<file path="src/rtl/gtxe2_chnl_cpll_lockdet_pkg.sv">
// Shared definitions for the GTXE2 channel CPLL lock detector:
// state encoding and the edge-counter width helper.
package gtxe2_chnl_cpll_lockdet_pkg;

  typedef enum logic [1:0] {
    ST_IDLE    = 2'd0,
    ST_MEASURE = 2'd1,
    ST_LOCKED  = 2'd2
  } lockdet_state_t;

  // Edge counters are one bit wider than the window index so a full window
  // of edges can never wrap.
  function automatic int cnt_w(input int window);
    return $clog2(window) + 1;
  endfunction

endpackage

</file>
<file path="src/rtl/gtxe2_chnl_clk_edge_cnt.sv">
// Samples an asynchronous monitored clock as data: 2-FF synchronizer,
// rising-edge detect register and a saturating edge counter with a
// synchronous clear. cnt_total already includes the edge presented in the
// current cycle, so the window logic can evaluate it on the window-end cycle
// while the same edge is cleared out of the next window.
module gtxe2_chnl_clk_edge_cnt #(
  parameter int CNT_W = 9
) (
  input  logic             clk,
  input  logic             rst,
  input  logic             clr,
  input  logic             mon_clk,
  output logic [CNT_W-1:0] cnt_total
);

  logic             sync_p0;
  logic             sync_p1;
  logic             sync_p2;
  logic             edge_p2;
  logic [CNT_W-1:0] cnt_q;

  function automatic logic [CNT_W-1:0] sat_inc(input logic [CNT_W-1:0] c,
                                               input logic             inc);
    if (inc && (c != {CNT_W{1'b1}}))
      return c + 1'b1;
    return c;
  endfunction

  assign cnt_total = sat_inc(cnt_q, edge_p2);

  // Synchronize, detect rising edges, and accumulate them per window.
  always_ff @(posedge clk) begin
    if (rst) begin
      sync_p0 <= 1'b0;
      sync_p1 <= 1'b0;
      sync_p2 <= 1'b0;
      edge_p2 <= 1'b0;
      cnt_q   <= '0;
    end else begin
      // stage p0/p1: metastability synchronizer
      sync_p0 <= mon_clk;
      sync_p1 <= sync_p0;
      // stage p2: edge detect against the previous synchronized level
      sync_p2 <= sync_p1;
      edge_p2 <= sync_p1 & ~sync_p2;
      // counter stage
      cnt_q   <= clr ? '0 : cnt_total;
    end
  end

endmodule

</file>
<file path="src/rtl/gtxe2_chnl_cpll_lockdet.sv">
// GTXE2 channel CPLL lock detector. Counts reference and feedback clock
// edges over fixed windows of CPLLLOCKDETCLK cycles and derives CPLLLOCK,
// CPLLREFCLKLOST and CPLLFBCLKLOST from the per-window counts.
// Optional build macro GTXE2_CPLL_LOCK_HYST_EN: lock survives a single
// mismatch window and only drops after two in a row.
module gtxe2_chnl_cpll_lockdet
  import gtxe2_chnl_cpll_lockdet_pkg::*;
#(
  parameter int WINDOW       = 256,
  parameter int TOL          = 2,
  parameter int LOCK_WINDOWS = 4
) (
  input  logic                       CPLLLOCKDETCLK,
  input  logic                       CPLLRESET,
  input  logic                       CPLLPD,
  input  logic                       CPLLLOCKEN,
  input  logic                       ref_clk,
  input  logic                       fb_clk,
  output logic                       CPLLLOCK,
  output logic                       CPLLREFCLKLOST,
  output logic                       CPLLFBCLKLOST,
  output logic [cnt_w(WINDOW)-1:0]   freq_delta
);

  localparam int CNT_W  = cnt_w(WINDOW);
  localparam int WIN_W  = $clog2(WINDOW);
  localparam int GOOD_W = $clog2(LOCK_WINDOWS + 1);

  localparam logic [WIN_W-1:0]  WIN_LAST = WIN_W'(WINDOW - 1);
  localparam logic [GOOD_W-1:0] GOOD_MAX = GOOD_W'(LOCK_WINDOWS);
  localparam logic [CNT_W-1:0]  TOL_C    = CNT_W'(TOL);

  lockdet_state_t    state;
  logic [WIN_W-1:0]  win_cnt;
  logic [GOOD_W-1:0] good_cnt;
  logic [GOOD_W-1:0] good_inc;
  logic [CNT_W-1:0]  ref_cnt;
  logic [CNT_W-1:0]  fb_cnt;
  logic [CNT_W-1:0]  delta;
  logic              rst_all;
  logic              win_end;
  logic              cnt_clr;
`ifdef GTXE2_CPLL_LOCK_HYST_EN
  logic              miss;
`endif

  function automatic logic [CNT_W-1:0] abs_diff(input logic [CNT_W-1:0] a,
                                                input logic [CNT_W-1:0] b);
    return (a >= b) ? (a - b) : (b - a);
  endfunction

  assign rst_all  = CPLLRESET | CPLLPD;
  assign win_end  = (state != ST_IDLE) && (win_cnt == WIN_LAST);
  // Counters stay empty in IDLE so the first window starts clean.
  assign cnt_clr  = (state == ST_IDLE) || win_end;
  assign delta    = abs_diff(ref_cnt, fb_cnt);
  assign good_inc = (good_cnt == GOOD_MAX) ? good_cnt : good_cnt + 1'b1;

  gtxe2_chnl_clk_edge_cnt #(.CNT_W(CNT_W)) u_ref_cnt (
    .clk       (CPLLLOCKDETCLK),
    .rst       (rst_all),
    .clr       (cnt_clr),
    .mon_clk   (ref_clk),
    .cnt_total (ref_cnt)
  );

  gtxe2_chnl_clk_edge_cnt #(.CNT_W(CNT_W)) u_fb_cnt (
    .clk       (CPLLLOCKDETCLK),
    .rst       (rst_all),
    .clr       (cnt_clr),
    .mon_clk   (fb_clk),
    .cnt_total (fb_cnt)
  );

  // Window sequencing, per-window evaluation and registered status outputs.
  always_ff @(posedge CPLLLOCKDETCLK) begin
    if (rst_all) begin
      state          <= ST_IDLE;
      win_cnt        <= '0;
      good_cnt       <= '0;
      CPLLLOCK       <= 1'b0;
      CPLLREFCLKLOST <= 1'b0;
      CPLLFBCLKLOST  <= 1'b0;
      freq_delta     <= '0;
`ifdef GTXE2_CPLL_LOCK_HYST_EN
      miss           <= 1'b0;
`endif
    end else begin
      CPLLLOCK <= (state == ST_LOCKED) & CPLLLOCKEN;
      case (state)
        ST_IDLE: begin
          state   <= ST_MEASURE;
          win_cnt <= '0;
        end
        default: begin
          win_cnt <= win_end ? '0 : win_cnt + 1'b1;
          if (win_end) begin
            freq_delta <= delta;
            if (ref_cnt == '0) begin
              CPLLREFCLKLOST <= 1'b1;
              CPLLFBCLKLOST  <= 1'b0;
              good_cnt       <= '0;
              state          <= ST_MEASURE;
`ifdef GTXE2_CPLL_LOCK_HYST_EN
              miss           <= 1'b0;
`endif
            end else if (fb_cnt == '0) begin
              CPLLREFCLKLOST <= 1'b0;
              CPLLFBCLKLOST  <= 1'b1;
              good_cnt       <= '0;
              state          <= ST_MEASURE;
`ifdef GTXE2_CPLL_LOCK_HYST_EN
              miss           <= 1'b0;
`endif
            end else if (delta <= TOL_C) begin
              CPLLREFCLKLOST <= 1'b0;
              CPLLFBCLKLOST  <= 1'b0;
              good_cnt       <= good_inc;
              if (good_inc == GOOD_MAX)
                state <= ST_LOCKED;
`ifdef GTXE2_CPLL_LOCK_HYST_EN
              miss           <= 1'b0;
`endif
            end else begin
              CPLLREFCLKLOST <= 1'b0;
              CPLLFBCLKLOST  <= 1'b0;
              good_cnt       <= '0;
`ifdef GTXE2_CPLL_LOCK_HYST_EN
              // First mismatch while locked only arms the miss flag.
              if ((state == ST_LOCKED) && !miss) begin
                miss <= 1'b1;
              end else begin
                miss  <= 1'b0;
                state <= ST_MEASURE;
              end
`else
              state <= ST_MEASURE;
`endif
            end
          end
        end
      endcase
    end
  end

endmodule
</file>
<file path="config.mk">
export PLATFORM = sky130hd
export DESIGN_NAME = gtxe2_chnl_cpll_lockdet
export DESIGN_NICKNAME = d
export VERILOG_FILES = /design/src/rtl/gtxe2_chnl_cpll_lockdet_pkg.sv /design/src/rtl/gtxe2_chnl_clk_edge_cnt.sv /design/src/rtl/gtxe2_chnl_cpll_lockdet.sv
export SDC_FILE = /design/constraint.sdc
export NUM_CORES = 1
export LEC_CHECK = 0
export CORE_ASPECT_RATIO = 1.75
export CORE_MARGIN = 5
export CORE_UTILIZATION = 40
export CTS_CLUSTER_SIZE = 16
export DETAILED_ROUTE_END_ITERATION = 6
export GPL_TIMING_DRIVEN = 0
export HOLD_SLACK_MARGIN = 0.02
export SLEW_MARGIN = 20
export SYNTH_ARGS = -nofsm -noshare
export SYNTH_HDL_FRONTEND = slang
export SYNTH_SLANG_ARGS = --single-unit
</file>
<file path="constraint.sdc">
create_clock -name CPLLLOCKDETCLK -period 4.97 [get_ports CPLLLOCKDETCLK]
set_clock_uncertainty 0.05 [all_clocks]
set_input_delay 0.994 -clock CPLLLOCKDETCLK [delete_from_list [all_inputs] [get_ports CPLLLOCKDETCLK]]
set_output_delay 0.994 -clock CPLLLOCKDETCLK [all_outputs]
set_load 0.02 [all_outputs]
</file>
; ---- Word-level counts from Yosys, hierarchy flattened
; Cells that the tools add are included.
[totals]
reg_bits = 51
latchBits = 0
ram_bits = 0
rom_bits = 0
out_inout_bits = 12
wordCells = 76
mem_count = 0
[classes]
addsub = 6
multipliers = 0
n_div = 0
n_lt_le_gt_ge = 2
n_eq_ne = 8
shifts = 0
muxes = 20
bitwise = 7
n_reduce_logical = 15
[op_table]
columns = operator, count
row1 = $mux 9, 5
row2 = $add 9x1->9 const B, 2
row3 = $logic_not 9->1, 2
row4 = $ne 9x9->1 const B, 2
row5 = $sub 9x9->9, 2
row6 = $mux 3, 4
row7 = $ge 9x9->1, 1
row8 = $le 9x2->1 const B, 1
row9 = $add 8x1->8 const B, 1
row10 = $eq 8x8->1 const B, 1
row11 = $mux 2, 4
row12 = $mux 1, 7
row13 = $eq 3x3->1 const B, 2
row14 = $reduce_and 2->1, 3
row15 = $ne 5x4->1 const B, 1
row16 = $ne 4x3->1 const B, 1
row17 = $reduce_bool 2->1, 2
row18 = $reduce_or 2->1, 2
row19 = $add 3x1->3 const B, 1
row20 = $and 1x1->1, 3
row21 = $logic_and 1x1->1, 3
row22 = $not 1->1, 3
row23 = $reduce_or 3->1, 1
row24 = $eq 2x2->1 const B, 1
row25 = other kinds (3), 3

; ---- Depth between registers and ports, before layout
[depth]
ltp_word = 12
depth_mapped = 19
depth_no_buf = 18

; ---- Cells and area by module
; From an unflattened synthesis, not the netlist that was laid out.
[unflattened]
cells_unflattened = 390
hier_area_um2 = 3295.7
[modules_own_cells]
columns = mod, n_inst, cells_per_inst, area_per_inst_um2
row1 = gtxe2_chnl_cpll_lockdet, 1, 268, 2134.5
row2 = gtxe2_chnl_clk_edge_cnt, 2, 61, 580.6

; ---- Least setup slack after synthesis
; OpenSTA, ideal clock, no wires.
[synth_timing]
kind = reg2reg
start = register u_fb_cnt.cnt_q[0]
end = register state[0]
setup_ns = 0.117
arrival_ns = 3.586
slack_ns = 1.217
stages_incl_launch_ff = 19
n_path_buf = 2
period_less_slack_ns = 3.753
path_cell_list = dfxtp_1 > ha_1 > nand3_1 > nor2_1 > ha_1 > nor2b_1 > clkbuf_1 > nand4_1 > xor2_1 > ha_1 > buf_4 > nand4_2 > or3_4 > o211a_2 > a311oi_2 > a21oi_2 > xnor2_2 > nand3_2 > a32o_1
[synth_between]
elab_chain_len = 12
elab_cells_between_ends = 19
[synth_rtl]
columns = element, line
row1 = start: declaration, gtxe2_chnl_clk_edge_cnt.sv:20  ; logic [CNT_W-1:0] cnt_q;
row2 = start signal: assignment, gtxe2_chnl_clk_edge_cnt.sv:47  ; cnt_q <= clr ? '0 : cnt_total;
row3 = "parallel branches: the longest is 3 deep, another holds $add 9x1->9", n/a
row4 = $mux 9 (*), gtxe2_chnl_clk_edge_cnt.sv:26  ; return c;
row5 = $sub 9x9->9 / $ge 9x9->1 (equally long branches), gtxe2_chnl_cpll_lockdet.sv:49  ; return (a >= b) ? (a - b) : (b - a);
row6 = $mux 9, gtxe2_chnl_cpll_lockdet.sv:49
row7 = $le 9x2->1, gtxe2_chnl_cpll_lockdet.sv:115  ; end else if (delta <= TOL_C) begin
row8 = $mux 2, gtxe2_chnl_cpll_lockdet.sv:115
row9 = $mux 2, gtxe2_chnl_cpll_lockdet.sv:107  ; end else if (fb_cnt == '0) begin
row10 = $mux 2, gtxe2_chnl_cpll_lockdet.sv:99  ; if (ref_cnt == '0) begin
row11 = $mux 1, gtxe2_chnl_cpll_lockdet.sv:97  ; if (win_end) begin
row12 = $mux 1, gtxe2_chnl_cpll_lockdet.sv:90  ; case (state)
row13 = end signal: assignment, gtxe2_chnl_cpll_lockdet.sv:92  ; state <= ST_MEASURE;
row14 = end signal: assignment, gtxe2_chnl_cpll_lockdet.sv:103  ; state <= ST_MEASURE;
row15 = end signal: assignment, gtxe2_chnl_cpll_lockdet.sv:111  ; state <= ST_MEASURE;
row16 = end: declaration, gtxe2_chnl_cpll_lockdet.sv:33  ; lockdet_state_t state;
; Mark *: on every way between the ends. The select of a mux whose other input is x is not followed.
; A chain may end at the register's enable or synchronous reset.

; ---- Worst setup path after layout
[layout_timing]
start = register u_ref_cnt.cnt_q[0]
end = register good_cnt[2]
[layout_between]
elab_chain_len = 10
elab_cells_between_ends = 15
[layout_rtl]
columns = element, line
row1 = start: declaration, gtxe2_chnl_clk_edge_cnt.sv:20
row2 = start signal: assignment, gtxe2_chnl_clk_edge_cnt.sv:47
row3 = "parallel branches: the longest is 3 deep, another holds $add 9x1->9", n/a
row4 = $mux 9 (*), gtxe2_chnl_clk_edge_cnt.sv:26
row5 = named net ref_cnt[1], gtxe2_chnl_cpll_lockdet.sv:37  ; logic [CNT_W-1:0] ref_cnt;
row6 = $sub 9x9->9 / $ge 9x9->1 (equally long branches), gtxe2_chnl_cpll_lockdet.sv:49
row7 = $mux 9, gtxe2_chnl_cpll_lockdet.sv:49
row8 = $le 9x2->1, gtxe2_chnl_cpll_lockdet.sv:115
row9 = $mux 3, gtxe2_chnl_cpll_lockdet.sv:115
row10 = $mux 3, gtxe2_chnl_cpll_lockdet.sv:107
row11 = $mux 3 (*), gtxe2_chnl_cpll_lockdet.sv:99
row12 = end signal: assignment, gtxe2_chnl_cpll_lockdet.sv:118  ; good_cnt <= good_inc;
row13 = end: declaration, gtxe2_chnl_cpll_lockdet.sv:35  ; logic [GOOD_W-1:0] good_cnt;
; Mark *: on every way through the listed nets, which the timed path passes. The select of a mux whose other input is x is not followed.

==> impl_summary.log <==
[metrics] via count of the first global-routing pass: 2888
[metrics] net count after synthesis: 427
[metrics] final HPWL from detailed placement: 6176 um
[metrics] Max-Slew Margin vs Limit: 0.4792
[metrics] transition time at the pin with the least slew margin: 0.7713 ns
[metrics] leading register cell type out of synthesis: sky130_fd_sc_hd__dfxtp_1
[metrics] final-report hold violation count: 0
[metrics] via count: 2890
[metrics] global-route wire length before repair: 13360 um
[metrics] kind of cell with the highest combined delay on the critical path: compound AO/OA/AOI/OAI gates
[metrics] share of async-settable or async-resettable flops after synthesis: 0
[metrics] number of storage elements in the synthesis netlist: 51
[metrics] post-synthesis instance area: 3236 sq um
[metrics] remaining routing DRC violations: 0
[metrics] height of the die: 129.0 um
[metrics] mean number of vias per cell: 5.678
[metrics] worst-path cell chain: ha_1 > nand3_1 > nor2_1 > ha_1 > nor2b_1 > mux2i_1 > inv_1 > fa_1 > nand3_1 > a21boi_0 > o311ai_0 > a221oi_1 > a211o_1 > o211a_4 > a41oi_1 > nor3_1
[metrics] Finish-stage setup viols: 0
[metrics] die width: 77.99 um
[metrics] DRT Pass-1 Iters: 4
[metrics] Resized cells post-CTS: 0
[metrics] Period minus WS final: 4.444 ns
[metrics] number of nets in the finished design: 451
[metrics] critical path fanouts, max: 7
[metrics] CP peak stage delay: 0.71 ns
[metrics] antenna diode instance count: 0
[metrics] clock insertion delay at the later pin of the skew report: 0.29 ns
[metrics] result of the run: completed
[metrics] type of destination of the critical path: flop
[metrics] largest buffer count on any clock path: 2
[metrics] Clock Pin Slew Worst Setup and Hold Paths: 0.06 ns
[metrics] H-tree Lvls: 2
[metrics] Bufs and invs on worst path: 1
[metrics] final cell utilization of the core: 0.4650
[metrics] required time of the critical path: 5.08 ns
[metrics] final clock period utilization by the worst path: 0.8941
[metrics] clock tree from TritonCTS: yes
[metrics] peak supply drop: 0.2436 mV
[metrics] final-layout setup total negative slack: 0 ns
[metrics] share of synthesized area occupied by flip-flops and latches: 0.3155
[metrics] weighted congestion reported at the end of routability-driven placement: 0.9000
[metrics] max-cap check violation count: 0
[metrics] Static Leakage: 1.412 nW
[metrics] count of different cell masters after synthesis: 65
[metrics] root buffer selected by CTS: sky130_fd_sc_hd__clkbuf_16
[metrics] core area: 7909 sq um
[metrics] Initial Util: 0.4091
[metrics] Final Routed Wirelength: 7841 um
[metrics] number of sinks on the clock net: 51
[metrics] total number of yosys warnings: 0
[metrics] number of instances in the synthesized netlist: 395
[metrics] pin count of the biggest net entering global routing: 15
[metrics] number of rows in the core area: 43
[metrics] GRT overflow: 0
[metrics] Worst Setup Start Kind: flop
[metrics] number of primary I/O pins: 18
[metrics] leading post-synthesis cells by cell area: sky130_fd_sc_hd__dfxtp_1 (32%), sky130_fd_sc_hd__ha_1 (9.3%), sky130_fd_sc_hd__nor2_1 (5.9%), sky130_fd_sc_hd__xnor2_1 (4.1%), sky130_fd_sc_hd__inv_1 (2.9%)
[metrics] critical path class: reg2reg
[metrics] most frequent cells after synthesis: sky130_fd_sc_hd__dfxtp_1 (51), sky130_fd_sc_hd__nor2_1 (51), sky130_fd_sc_hd__inv_1 (25), sky130_fd_sc_hd__nand2_1 (25), sky130_fd_sc_hd__ha_1 (24)
[metrics] Final Max Slew Viols: 0
[metrics] global-route total usage across every layer: 0.1627
[metrics] die area: 10060 sq um
[metrics] post-route ant nets: 0
[metrics] initial antenna violation count: 0
[metrics] portion of synthesized cell area occupied by the leading cell type: 0.3155
[metrics] arrival time at the worst endpoint: 4.55 ns
[metrics] number of enable-type register cells in the synthesized netlist: 0
[metrics] Achievable Freq: 0.2250 GHz
[metrics] number of post-CTS setup repair buffers: 0
[metrics] number of buffers added on ports: 17
[metrics] initial drt markers: 136
[metrics] cts bufs inserted: 5
[metrics] routed length per instance: 15.40 um
[metrics] setup repair after global routing missed its margin: false
[metrics] critical-path cell with the highest stage delay: sky130_fd_sc_hd__o311ai_0
[metrics] hold buffer count at cts: 0
[metrics] Syn Area/Cell: 8.191 sq um
[metrics] share of layout cells above drive strength 1: 0.05728
[metrics] cell accounting for the most synthesized area: sky130_fd_sc_hd__dfxtp_1
[metrics] total power density per cell area: 218.3 nW/um^2
[metrics] layout overhead on the synthesized area: 13.65%
[metrics] Hold WC Path Type: reg2reg
## placed cells by master (no fill, tap or decap), types with 7 or more instances in the layout
| cell type | Yosys | final |
|---|---|---|
| sky130_fd_sc_hd__dfxtp_1 | 51 | 51 |
| sky130_fd_sc_hd__nor2_1 | 51 | 51 |
| sky130_fd_sc_hd__nand2_1 | 25 | 25 |
| sky130_fd_sc_hd__inv_1 | 25 | 25 |
| sky130_fd_sc_hd__ha_1 | 24 | 24 |
| sky130_fd_sc_hd__nor3_1 | 18 | 18 |
| sky130_fd_sc_hd__a21oi_1 | 18 | 18 |
| sky130_fd_sc_hd__clkdlybuf4s50_1 | 0 | 17 |
| sky130_fd_sc_hd__xnor2_1 | 15 | 15 |
| sky130_fd_sc_hd__nand3_1 | 15 | 15 |
| sky130_fd_sc_hd__nand4_1 | 11 | 11 |
| sky130_fd_sc_hd__nor2b_1 | 11 | 11 |
| sky130_fd_sc_hd__clkbuf_1 | 9 | 10 |
| sky130_fd_sc_hd__a211oi_1 | 9 | 9 |
| sky130_fd_sc_hd__and2_1 | 8 | 8 |
| sky130_fd_sc_hd__nand3b_1 | 7 | 7 |
## final cells by class
type,count,area [sq um]
Buffer,13,58.81
Clock buffer,6,128.9
Clock inverter,1,30.03
Fill cell,794,4232
Inverter,25,93.84
Multi-Input combinational cell,306,2062
Sequential cell,51,1021
Tap cell,90,112.6
Timing Repair Buffer,17,170.2
## flip-flops by register name, indices dropped and copies added (netlist names)
signal             flops
u_ref_cnt.cnt_q        9
u_ref_cnt.sync_p2      1
freq_delta             9
u_fb_cnt.edge_p2       1
state                  2
u_fb_cnt.cnt_q         9
CPLLREFCLKLOST         1
CPLLFBCLKLOST          1
win_cnt                8
u_fb_cnt.sync_p2       1
u_fb_cnt.sync_p0       1
CPLLLOCK               1
u_fb_cnt.sync_p1       1
u_ref_cnt.edge_p2      1
good_cnt               3
u_ref_cnt.sync_p1      1
u_ref_cnt.sync_p0      1
## metal layers
layer,vias up,track usage,part of all wire
li1,1456,-,-
met1,1370,0.1703,0.39
met2,41,0.3023,0.55
met3,23,0.02311,0.017
met4,0,0.09353,0.044
met5,-,0,0
## final timing paths
path	slack [ns]	startpoint	endpoint	cells after the start
setup reg to reg	0.53	u_ref_cnt.cnt_q[0]$_SDFF_PP0_	good_cnt[2]$_SDFFE_PP0P_	16
hold reg to reg	0.33	u_ref_cnt.sync_p2$_SDFF_PP0_	u_ref_cnt.edge_p2$_SDFF_PP0_	1
setup / recovery	0.53	u_ref_cnt.cnt_q[0]$_SDFF_PP0_	good_cnt[2]$_SDFFE_PP0P_	16
hold / removal	0.33	u_ref_cnt.sync_p2$_SDFF_PP0_	u_ref_cnt.edge_p2$_SDFF_PP0_	1
## stage by stage
stage	cells	instance area [sq um]	hold slack, ns	total power [W]	setup WS [ns]
floorplan	395	3236	0.3174	0.0004313	1.217
global placement	502	3518	0.3224	0.0004397	0.6121
detailed placement	502	3518	0.3229	0.0004398	0.5754
CTS	509	3677	0.3319	0.0008135	0.5392
global route	509	3677	0.3469	0.0008291	0.1590
finish	509	3677	0.3291	0.0008028	0.5264
## kinds of logic after synthesis
family / share of synthesized area
muxes: 0.01547
xor gates and xnor gates: 0.06187
DFF: 0.3155
buffers and inverters: 0.04718
AOI/OAI and AO/OA: 0.1671
and+or+nand+nor: 0.2877
adders and majority gates: 0.1052
## where the power goes
| group | switching [W] | internal [W] | leakage (nW) |
|---|---|---|---|
| clock network | 0.000138 | 0.000235 | 0.0769 |
| registers | 0.000000898 | 0.000410 | 0.411 |
| logic | 0.0000110 | 0.00000811 | 0.924 |
Power figures use the tool's default switching activity.
